### config.mk
export PLATFORM = sky130hd
export DESIGN_NAME = fp_ms_sequencer_flat
export DESIGN_NICKNAME = d
export VERILOG_FILES = /design/src/rtl/fp_ms_sequencer_pkg.sv /design/src/rtl/fp_ms_sequencer_if.sv /design/src/rtl/fp_ms_sequencer_int24_to_fp32.sv /design/src/rtl/fp_ms_sequencer.sv /design/src/flat_wrapper.sv
export SDC_FILE = /design/constraint.sdc
export NUM_CORES = 1
export LEC_CHECK = 0
export ABC_AREA = 1
export CAP_MARGIN = 20
export CORE_ASPECT_RATIO = 1.25
export CORE_MARGIN = 2
export CORE_UTILIZATION = 35
export DETAILED_ROUTE_END_ITERATION = 10
export SYNTH_ARGS = -nofsm -noshare
export SYNTH_HDL_FRONTEND = slang
export SYNTH_SLANG_ARGS = --single-unit
export TNS_END_PERCENT = 5
### constraint.sdc
create_clock -name clk_clk -period 2 [get_ports clk_clk]
set_clock_uncertainty 0.15 [all_clocks]
set_input_delay 0.4 -clock clk_clk [delete_from_list [all_inputs] [get_ports clk_clk]]
set_output_delay 0.4 -clock clk_clk [all_outputs]
set_load 0.02 [all_outputs]
### src/rtl/fp_ms_sequencer_pkg.sv
// Shared types and constants for the mean-square FPU sequencer.
// Holds the FSM state encoding, the fp32 zero pattern and the power-of-two scaling helper.
package fp_seq_pkg;

    typedef enum logic [2:0] {
        IDLE      = 3'd0,
        MUL_ISSUE = 3'd1,
        MUL_WAIT  = 3'd2,
        ADD_ISSUE = 3'd3,
        ADD_WAIT  = 3'd4,
        OUTPUT    = 3'd5
    } state_t;

    localparam logic [31:0] FP_ZERO     = 32'h0000_0000;
    localparam logic [2:0]  OPC_MUL_DEF = 3'd1;
    localparam logic [2:0]  OPC_ADD_DEF = 3'd2;

    // Divide an fp32 value by 2**shift by lowering its exponent.
    // Anything that would fall into the subnormal range is flushed to +0.0.
    function automatic logic [31:0] fp_scale_pow2(input logic [31:0] v, input logic [7:0] shift);
        logic [7:0] e;
        e = v[30:23];
        if (e <= shift) begin
            return FP_ZERO;
        end
        return {v[31], e - shift, v[22:0]};
    endfunction

endpackage

### src/rtl/fp_ms_sequencer_if.sv
// Multicycle FPU port (s2) as seen by the sequencer.
// The master drives the operation, the slave (FPU) answers with done/result.
interface fp_ms_sequencer_if;
    logic        fpu_clk_en;
    logic        fpu_reset;
    logic        fpu_start;
    logic [2:0]  fpu_n;
    logic [31:0] fpu_dataa;
    logic [31:0] fpu_datab;
    logic        fpu_done;
    logic [31:0] fpu_result;

    modport master (
        output fpu_clk_en, fpu_reset, fpu_start, fpu_n, fpu_dataa, fpu_datab,
        input  fpu_done, fpu_result
    );

    modport slave (
        input  fpu_clk_en, fpu_reset, fpu_start, fpu_n, fpu_dataa, fpu_datab,
        output fpu_done, fpu_result
    );
endinterface

### src/rtl/fp_ms_sequencer_int24_to_fp32.sv
// Exact signed 24-bit integer to IEEE-754 single conversion (combinational).
// Every 24-bit magnitude fits the 24-bit significand, so no rounding is involved.
module int24_to_fp32
    import fp_seq_pkg::*;
(
    input  logic signed [23:0] i_data,
    output logic [31:0]        o_fp
);

    logic        w_sign;
    logic [23:0] w_mag;
    logic [4:0]  w_lz;
    logic [23:0] w_norm;
    logic [7:0]  w_exp;

    // -8388608 maps to 0x800000, which is still correct read as unsigned 2**23.
    assign w_sign = i_data[23];
    assign w_mag  = w_sign ? (~$unsigned(i_data) + 24'd1) : $unsigned(i_data);

    // NOTE: every variable written here gets a default first, so no latch is inferred.
    always_comb begin
        w_lz = 5'd0;
        for (int i = 0; i < 24; i++) begin
            if (w_mag[i]) begin
                w_lz = 5'(23 - i);
            end
        end
    end

    assign w_norm = w_mag << w_lz;
    assign w_exp  = 8'd150 - {3'b000, w_lz};
    assign o_fp   = (w_mag == 24'd0) ? FP_ZERO : {w_sign, w_exp, w_norm[22:0]};

endmodule

### src/rtl/fp_ms_sequencer.sv
// Squares PCM samples and accumulates them on the external FPU, then emits
// the block mean square (sum / 2**LOG2N) as fp32.
module fp_ms_sequencer
    import fp_seq_pkg::*;
#(
    parameter int          LOG2N   = 10,
    parameter logic [2:0]  OPC_MUL = OPC_MUL_DEF,
    parameter logic [2:0]  OPC_ADD = OPC_ADD_DEF
) (
    input  logic               clk_clk,
    input  logic               reset_reset_n,
    input  logic               in_valid,
    output logic               in_ready,
    input  logic signed [23:0] in_data,
    fp_ms_sequencer_if.master  fpu,
    output logic               out_valid,
    input  logic               out_ready,
    output logic [31:0]        out_data,
    output logic               busy
);

    state_t            r_state;
    state_t            w_next_state;
    logic              r_armed;
    logic [LOG2N-1:0]  r_count;
    logic [31:0]       r_acc;
    logic [2:0]        r_fpu_n;
    logic [31:0]       r_dataa;
    logic [31:0]       r_datab;
    logic [31:0]       w_samp_fp;
    logic              w_last;
    logic              w_in_fire;

    int24_to_fp32 u_conv (
        .i_data (in_data),
        .o_fp   (w_samp_fp)
    );

    assign w_last    = &r_count;
    assign w_in_fire = in_valid && in_ready;

    assign fpu.fpu_clk_en = 1'b1;
    assign fpu.fpu_reset  = ~reset_reset_n;
    assign fpu.fpu_n      = r_fpu_n;
    assign fpu.fpu_dataa  = r_dataa;
    assign fpu.fpu_datab  = r_datab;

    // Issue states last exactly one cycle, so start is a single-cycle pulse by construction.
    always_comb begin
        w_next_state  = r_state;
        in_ready      = 1'b0;
        fpu.fpu_start = 1'b0;
        out_valid     = 1'b0;
        out_data      = FP_ZERO;
        busy          = (r_state != IDLE);
        unique case (r_state)
            IDLE: begin
                in_ready = r_armed;
                if (w_in_fire) w_next_state = MUL_ISSUE;
            end
            MUL_ISSUE: begin
                fpu.fpu_start = 1'b1;
                w_next_state  = MUL_WAIT;
            end
            MUL_WAIT: begin
                if (fpu.fpu_done) w_next_state = ADD_ISSUE;
            end
            ADD_ISSUE: begin
                fpu.fpu_start = 1'b1;
                w_next_state  = ADD_WAIT;
            end
            ADD_WAIT: begin
                if (fpu.fpu_done) w_next_state = w_last ? OUTPUT : IDLE;
            end
            OUTPUT: begin
                out_valid = 1'b1;
                out_data  = fp_scale_pow2(r_acc, 8'(LOG2N));
                if (out_ready) w_next_state = IDLE;
            end
            default: w_next_state = IDLE;
        endcase
    end

    // NOTE: state and datapath registers use non-blocking assignments so every
    // flop samples the pre-edge values regardless of statement order.
    always_ff @(posedge clk_clk or negedge reset_reset_n) begin
        if (!reset_reset_n) begin
            r_state <= IDLE;
        end else begin
            r_state <= w_next_state;
        end
    end

    // The operand registers double as the converted sample and the captured square.
    always_ff @(posedge clk_clk or negedge reset_reset_n) begin
        if (!reset_reset_n) begin
            r_armed <= 1'b0;
            r_count <= '0;
            r_acc   <= FP_ZERO;
            r_fpu_n <= 3'd0;
            r_dataa <= FP_ZERO;
            r_datab <= FP_ZERO;
        end else begin
            r_armed <= 1'b1;
            unique case (r_state)
                IDLE: begin
                    if (w_in_fire) begin
                        r_fpu_n <= OPC_MUL;
                        r_dataa <= w_samp_fp;
                        r_datab <= w_samp_fp;
                    end
                end
                MUL_WAIT: begin
                    if (fpu.fpu_done) begin
                        r_fpu_n <= OPC_ADD;
                        r_dataa <= r_acc;
                        r_datab <= fpu.fpu_result;
                    end
                end
                ADD_WAIT: begin
                    if (fpu.fpu_done) begin
                        r_acc <= fpu.fpu_result;
                        if (!w_last) r_count <= r_count + 1'b1;
                    end
                end
                OUTPUT: begin
                    if (out_ready) begin
                        r_acc   <= FP_ZERO;
                        r_count <= '0;
                    end
                end
                default: ;
            endcase
        end
    end

endmodule

### src/flat_wrapper.sv
// flat-port wrapper written by rule: the top's interface ports become plain ports
module fp_ms_sequencer_flat import fp_seq_pkg::*;
#(
    parameter int          LOG2N   = 10,
    parameter logic [2:0]  OPC_MUL = OPC_MUL_DEF,
    parameter logic [2:0]  OPC_ADD = OPC_ADD_DEF
)
  (clk_clk, reset_reset_n, in_valid, in_ready, in_data, out_valid, out_ready, out_data, busy, fpu_fpu_clk_en, fpu_fpu_reset, fpu_fpu_start, fpu_fpu_n, fpu_fpu_dataa, fpu_fpu_datab, fpu_fpu_done, fpu_fpu_result);
  fp_ms_sequencer_if fpu_i ();
  input  logic clk_clk;
  input  logic reset_reset_n;
  input  logic in_valid;
  output logic in_ready;
  input  logic signed [23:0] in_data;
  output logic out_valid;
  input  logic out_ready;
  output logic [31:0] out_data;
  output logic busy;
  output wire logic [$bits(fpu_i.fpu_clk_en)-1:0] fpu_fpu_clk_en;
  output wire logic [$bits(fpu_i.fpu_reset)-1:0] fpu_fpu_reset;
  output wire logic [$bits(fpu_i.fpu_start)-1:0] fpu_fpu_start;
  output wire logic [$bits(fpu_i.fpu_n)-1:0] fpu_fpu_n;
  output wire logic [$bits(fpu_i.fpu_dataa)-1:0] fpu_fpu_dataa;
  output wire logic [$bits(fpu_i.fpu_datab)-1:0] fpu_fpu_datab;
  input wire logic [$bits(fpu_i.fpu_done)-1:0] fpu_fpu_done;
  input wire logic [$bits(fpu_i.fpu_result)-1:0] fpu_fpu_result;
  assign fpu_fpu_clk_en = fpu_i.fpu_clk_en;
  assign fpu_fpu_reset = fpu_i.fpu_reset;
  assign fpu_fpu_start = fpu_i.fpu_start;
  assign fpu_fpu_n = fpu_i.fpu_n;
  assign fpu_fpu_dataa = fpu_i.fpu_dataa;
  assign fpu_fpu_datab = fpu_i.fpu_datab;
  assign fpu_i.fpu_done = fpu_fpu_done;
  assign fpu_i.fpu_result = fpu_fpu_result;
  fp_ms_sequencer #(.LOG2N(LOG2N), .OPC_MUL(OPC_MUL), .OPC_ADD(OPC_ADD)) u_core (.clk_clk(clk_clk), .reset_reset_n(reset_reset_n), .in_valid(in_valid), .in_ready(in_ready), .in_data(in_data), .fpu(fpu_i), .out_valid(out_valid), .out_ready(out_ready), .out_data(out_data), .busy(busy));
endmodule
==> results.sh, run 1 <==
export IMPL_p_per_area_nw_per_um2=1190
export IMPL_overflow=0
export IMPL_synthArstFlopShare_pct=100
export IMPL_design_core_area_um2=20100
export IMPL_finalCritPeriodShare_pct=157
export IMPL_clock_path_buffers=2
export IMPL_dp_hpwl_um=18200
export IMPL_first_iter_violations=507
export IMPL_cts_buffers_inserted=9
export IMPL_cts_sinks=112
export IMPL_grt_pass1_wl_um=39000
export IMPL_worstMarginPinSlew_ps=620
export IMPL_antenna_diode_count=0
export IMPL_finalMaxSlewViolations=0
export IMPL_final_util_pct=59.4
export IMPL_io_pins=166
export IMPL_synth_ff_latch_count=112
export IMPL_fmax_ghz=0.319
export IMPL_period_needed_ps=3140
export IMPL_synthFlopType="dfrtp_1"
export IMPL_hp_class="in -> async"
export IMPL_final_common_cell="nand2_1"
export IMPL_dieWidth_um=132
export IMPL_row_count=58
export IMPL_yosysSeqAreaShare_pct=39.0
export IMPL_p_sw_uw=6190
export IMPL_routed_wl_um=24800
export IMPL_antenna_left=0
export IMPL_setup_viol=102
export IMPL_finalWorstSetupSlack_ps=-1140
export IMPL_grt_max_degree=113
export IMPL_power_share_clock_pct=12.7
export IMPL_hold_ws_ps=-33.6
export IMPL_grtUsageTotal_pct=22.3
export IMPL_path_max_fanout=6
export IMPL_power_share_switching_pct=43.5
export IMPL_dieHeight_um=164
export IMPL_slew_headroom_pct=58.6
export IMPL_internal_power_uw=8020
export IMPL_synth_edf_count=0
export IMPL_fill_cells=1887
export IMPL_pwr_share_seq_pct=27.7
export IMPL_cts_root_buffer="clkbuf_16"
export IMPL_cp_end_kind="flip-flop"
export IMPL_comb_power_share_pct=59.6
export IMPL_peakVddDrop_mv=0.660
export IMPL_violations="hold timing, setup timing"
export IMPL_insertion_delay_ps=350
export IMPL_report_final_hold_viol_count=20
export IMPL_cts_hold_buf=0
export IMPL_path_class="in -> reg"
export IMPL_status="finished, violations left"
export IMPL_yosysWarnings=0
export IMPL_antenna_found_initial=0
export IMPL_cts_tree="built"
export IMPL_grt_pass1_vias=7809
export IMPL_wl_per_cell_um=15.1
export IMPL_arrival_ps=3210
export IMPL_area_growth_syn_to_layout_pct=66.3
export IMPL_start_util_pct=35.7
export IMPL_worst_endpoint_required_ps=2070
export IMPL_dieArea_um2=21700
export IMPL_drive_gt1_share_pct=38.1
export IMPL_finalSetupTns_ps=-72570
export IMPL_p_leak_uw=0.00585
export IMPL_start_kind="input pin"
export IMPL_drtPass1Iterations=7
export IMPL_nets=1435
export IMPL_numPortBuffers=163
export IMPL_viasPerCell=4.92
export IMPL_ctsHtreeMaxLevel=3
export IMPL_gp_congestion=0.917
export IMPL_path_clk_slew_ps=80
export IMPL_drc=0
export IMPL_mostFrequentLayoutCells="nand2_1, buf_4, inv_1"
export IMPL_rsz0062_at_grt="true"
export IMPL_syn_cell_area_um2=7180
export IMPL_syn_avg_cell_area_um2=6.95
export IMPL_netlist_instances=1034
export IMPL_vias=8091
export IMPL_maxCapViolCount=0
export IMPL_synth_cell_types=45
-- sequential cells by signal, indices dropped and copies added (netlist names) --
name and cells:
u_core.fpu.fpu_dataa 32, u_core.fpu.fpu_n 2, u_core.r_acc 32, u_core.r_count 10, u_core.r_state 3, u_core.r_armed 1, u_core.fpu.fpu_datab 32
-- critical path, cell delays in order --
cell and delay, ps:
buf_6 100, buf_6 110, nor2_4 120, nand3_4 100
nor2_4 120, nand3_4 100, nor2_4 150, nand3_4 100
nor2_4 150, inv_2 30, nand2_1 80, xor2_2 160
inv_2 70, nand2_1 60, nand2_1 40, nand2_1 70
nand2_2 80, nand2_4 140, nand2_8 90, buf_12 160
nand2_2 80, nand3_2 110, nand3_2 130, nand2_4 70
o211ai_1 260, nand2_1 100
-- metrics by stage --
| stage | setup slack (ps) | power, uW | instances | hold slack (ps) | instance area (um2) |
|---|---|---|---|---|---|
| 6_report | -1140 | 14200 | 1644 | -33.6 | 11900 |
| 5_1_grt | -1350 | 15200 | 1644 | 16.7 | 11900 |
| 4_1_cts | -1240 | 13900 | 1638 | 8.53 | 11300 |
| 3_5_place_dp | -2030 | 11600 | 1610 | 319 | 10500 |
| 3_3_place_gp | -2000 | 11500 | 1610 | 311 | 10500 |
| 2_1_floorplan | -1100 | 7950 | 1035 | -45.6 | 7280 |
-- cells by family after synthesis --
family                   share of synthesized area [%]
buffers and inverters                             12.2
AND/OR/NAND/NOR                                   32.7
other                                            0.105
AO/OA/AOI/OAI                                     12.6
adder cells (fa/ha/maj)                          0.871
XOR/XNOR                                          2.51
flip-flops                                        39.0
-- final timing paths --
check                                           end           startpoint  cells after the start  slack [ps]
setup / recovery           u_core.fpu.fpu_dataa[12]           in_data[1]                     26       -1140
max in group asynchronous  u_core.fpu.fpu_dataa[16]        reset_reset_n                      2        1250
hold / removal             u_core.fpu.fpu_datab[31]        reset_reset_n                      2         -30
min in group clk_clk            u_core.fpu.fpu_n[0]  u_core.fpu.fpu_n[0]                      2         330
hold reg to reg                 u_core.fpu.fpu_n[0]  u_core.fpu.fpu_n[0]                      2         330
setup reg to reg           u_core.fpu.fpu_datab[17]    u_core.r_state[0]                     15        -230
-- cell type report --
cell class / count / area (um2) / area share (%)
Timing Repair Buffer: 367 / 3360 / 28.1
Tap cell: 270 / 338 / 2.83
Multi-Input combinational cell: 705 / 4480 / 37.5
Inverter: 174 / 682 / 5.71
Clock inverter: 5 / 46.3 / 0.388
Sequential cell: 112 / 2800 / 23.5
Clock buffer: 11 / 243 / 2.03
-- synthesized netlist by cell type (6+ instances only) --
cell type / number / area, um2
nor2_1: 80 / 300
o21ai_0: 36 / 180
inv_2: 23 / 86.3
clkbuf_1: 22 / 82.6
nand2_1: 267 / 1000
o21ai_1: 13 / 65.1
nand2_2: 10 / 62.6
nor2_2: 8 / 50.1
o22ai_1: 29 / 181
a21oi_1: 12 / 60.1
buf_4: 7 / 52.6
buf_2: 11 / 55.1
xor2_1: 10 / 87.6
nand3_1: 142 / 711
inv_1: 149 / 559
dfrtp_1: 112 / 2800
o211ai_1: 39 / 293
nand3_2: 6 / 60.1
-- routing by layer --
metal	up-vias	GRT usage (%)	routed length, um	share of wire [%]
li1	3980	-	-	-
met1	3805	28.4	10600	43
met2	249	39.5	12500	50
met3	57	2.75	998	4.0
met4	0	7.02	719	2.9
met5	-	0	0	0
-- timing repair --
item | CTS | global route
endpoints found under the setup margin | 107 | 141
buffers inserted | 10 | 6
pin swaps | 49 | 59
resized for setup | 313 | 169
gates cloned | 2 | 1
-- power groups by stage --
| stage | combinational [uW] | clock (uW) | sequential, uW |
|---|---|---|---|
| after floorplan | 3260 | 0 | 4690 |
| after global placement | 7540 | 0 | 3950 |
| after detailed placement | 7650 | 0 | 3960 |
| after CTS | 8080 | 1840 | 3940 |
| after global routing | 9210 | 1940 | 4070 |
| final | 8460 | 1800 | 3940 |
Note: power is estimated with default switching activity, not from simulation.
==> run 2, diff against run 1 <==
--- a/config.mk
+++ b/config.mk
@@ -5,7 +5,6 @@
 export SDC_FILE = /design/constraint.sdc
 export NUM_CORES = 1
 export LEC_CHECK = 0
-export ABC_AREA = 1
 export CAP_MARGIN = 20
 export CORE_ASPECT_RATIO = 1.25
 export CORE_MARGIN = 2
==> run 2 against run 1 <==
Effect of this change: non-clock buffer count is 107 higher; combinational power shrank 11%; core utilization hardly changed; critical endpoint is now u_core.fpu.fpu_datab[9]; the run still ends with hold timing, setup timing left; via count rose by 22%; clock-buffer cell count down 1.
==> results.sh, run 2 <==
export IMPL_hold_ws_ps=-30.6
export IMPL_period_needed_ps=3750
export IMPL_cts_sinks=112
export IMPL_p_leak_uw=0.00607
export IMPL_path_clk_slew_ps=80
export IMPL_worst_endpoint_required_ps=2080
export IMPL_drive_gt1_share_pct=38.9
export IMPL_first_iter_violations=672
export IMPL_maxCapViolCount=0
export IMPL_r2r_setup_slack_ps=-380
export IMPL_yosysWarnings=0
export IMPL_synth_commonest_cells="nand2_1, dfrtp_1, nand3_1"
export IMPL_yosysSeqAreaShare_pct=34.1
export IMPL_finalCritPeriodShare_pct=188
export IMPL_final_common_cell="buf_4"
export IMPL_clock_path_buffers=2
export IMPL_dieHeight_um=175
export IMPL_grt_max_degree=113
export IMPL_wl_per_cell_um=19.4
export IMPL_grtUsageTotal_pct=26.4
export IMPL_viasPerCell=5.66
export IMPL_post_synth_top_count_cell="nand2_1"
export IMPL_ys_top_cells_by_area="dfrtp_1, nand2_1, nand3_1"
export IMPL_rsz0062_at_grt="true"
export IMPL_routed_wl_um=33800
export IMPL_grt_pass1_vias=9666
export IMPL_area_growth_syn_to_layout_pct=66.6
export IMPL_dp_cells=1691
export IMPL_cts_root_buffer="clkbuf_16"
export IMPL_fin_cells=1744
export IMPL_overflow=0
export IMPL_yosysTopAreaCellShare_pct=34.1
export IMPL_worstMarginPinSlew_ps=631
export IMPL_dp_hpwl_um=25300
export IMPL_synth_ff_latch_count=112
export IMPL_io_pins=166
export IMPL_start_util_pct=35.7
export IMPL_slew_headroom_pct=57.9
export IMPL_antenna_left=0
export IMPL_insertion_delay_ps=350
export IMPL_grt_pass1_wl_um=52000
export IMPL_row_count=62
export IMPL_final_util_pct=59.5
export IMPL_status="finished, violations left"
export IMPL_peakVddDrop_mv=0.523
export IMPL_setup_viol=105
export IMPL_antenna_diode_count=0
export IMPL_finalPower_uw=13500
export IMPL_synth_cell_types=92
export IMPL_netlist_instances=1049
export IMPL_nets=1517
export IMPL_hp_class="in -> async"
export IMPL_antenna_found_initial=0
export IMPL_mostFrequentLayoutCells="buf_4, nand2_1, dfrtp_1"
export IMPL_report_final_hold_viol_count=27
export IMPL_drtPass1Iterations=5
export IMPL_synthFlopType="dfrtp_1"
export IMPL_synth_edf_count=0
export IMPL_path_max_fanout=8
export IMPL_syn_avg_cell_area_um2=7.84
export IMPL_cts_tree="built"
export IMPL_gp_congestion=1.00
export IMPL_ctsHtreeMaxLevel=3
export IMPL_cp_end_kind="flip-flop"
export IMPL_vias=9869
export IMPL_numPortBuffers=163
export IMPL_fin_area_um2=13700
export IMPL_start_kind="input pin"
export IMPL_path_class="in -> reg"
export IMPL_dpl_cell_area_um2=12100
export IMPL_synthArstFlopShare_pct=100
export IMPL_finalMaxSlewViolations=0
export IMPL_yosysTopAreaCell="dfrtp_1"
export IMPL_cts_buffers_inserted=9
export IMPL_dieWidth_um=141
export IMPL_drc=0
export IMPL_syn_cell_area_um2=8220
export IMPL_design_core_area_um2=23000
export IMPL_fmax_ghz=0.266
export IMPL_arrival_ps=3830
export IMPL_dieArea_um2=24700
export IMPL_p_per_area_nw_per_um2=982
export IMPL_violations="hold timing, setup timing"
export IMPL_finalWorstSetupSlack_ps=-1750
run 2: changes by cell type in the layout (fill, tap and decap cells not counted), moves of 25 or more:
cell     previous run  this run
a21oi_1             8        46
and3_1              0        37
buf_4             189       286
inv_1             135        16
inv_2              35         3
nand2_1           216       153
nand2_2            53         7
nand3_2            58        12
nor2_2             35         4
o21ai_0            33        58
run 2: path summary, 6_finish.rpt:
path                                     start                        to  cells after the start
max                                 in_data[2]   u_core.fpu.fpu_datab[9]                     16
min                              reset_reset_n  u_core.fpu.fpu_dataa[30]                      2
min in group clk_clk       u_core.fpu.fpu_n[0]       u_core.fpu.fpu_n[0]                      2
min reg2reg                u_core.fpu.fpu_n[0]       u_core.fpu.fpu_n[0]                      2
max in group asynchronous        reset_reset_n          u_core.r_acc[14]                      2
max reg2reg                  u_core.r_state[1]  u_core.fpu.fpu_dataa[16]                     10
run 2: per-layer routing:
layer	global-route usage [%]	vias to the layer above	share of wire [%]
li1	-	4628	-
met1	30.6	4819	39
met2	49.3	329	52
met3	2.84	93	4.5
met4	10.5	0	4.4
met5	0	-	0
run 2: critical path, stage by stage:
cell and delay, ps:
buf_6 90, or4_4 590, buf_4 170, or4_4 480
buf_4 180, o31ai_4 170, xnor2_1 190, a21oi_1 90
o21bai_2 190, o21ba_4 300, buf_6 140, mux2i_4 280
buf_6 140, nor2_4 40, a22oi_2 250, nand3_1 110
run 2: cell type report:
type	instances	area [um2]
fillers	2041	9340
multi-input cells	831	6070
repair buffers	474	4070
flip-flops and latches	112	2800
well taps	288	360
clock buffers	10	229
inverters	22	92.6
clock inverters	6	72.6
repair inverters	1	6.26
run 2: cell families (layout without fill, tap and decap cells):
group	Yosys count	count (layout)	share of synthesized area, %
xor gates and xnor gates	39	39	4.15
muxes	37	37	4.75
adders and majority gates	5	5	0.761
and+or+nand+nor	470	471	28.0
other	2	3	0.0913
DFF	112	112	34.1
AOI/OAI and AO/OA	275	276	22.3
buffers and inverters	109	513	5.89
run 2: through the flow:
stage,setup TNS (ps),setup WS [ps]
finish,-108070,-1750
global route,-116330,-1820
CTS,-106610,-1710
detailed placement,-169170,-2660
global placement,-164880,-2610
floorplan,-112210,-1800
run 2: power by group:
| group | internal (uW) | switching (uW) | total (uW) |
|---|---|---|---|
| sequential | 3270 | 728 | 4000 |
| clock | 994 | 914 | 1910 |
| combinational | 3600 | 3940 | 7540 |
run 2: what timing repair did:
action | in CTS | in global routing
setup buffers | 23 | 14
resized for setup | 330 | 120
gates cloned | 3 | 0
setup endpoints to repair | 110 | 110
pin swaps | 64 | 63
hold buffers | 0 | 0
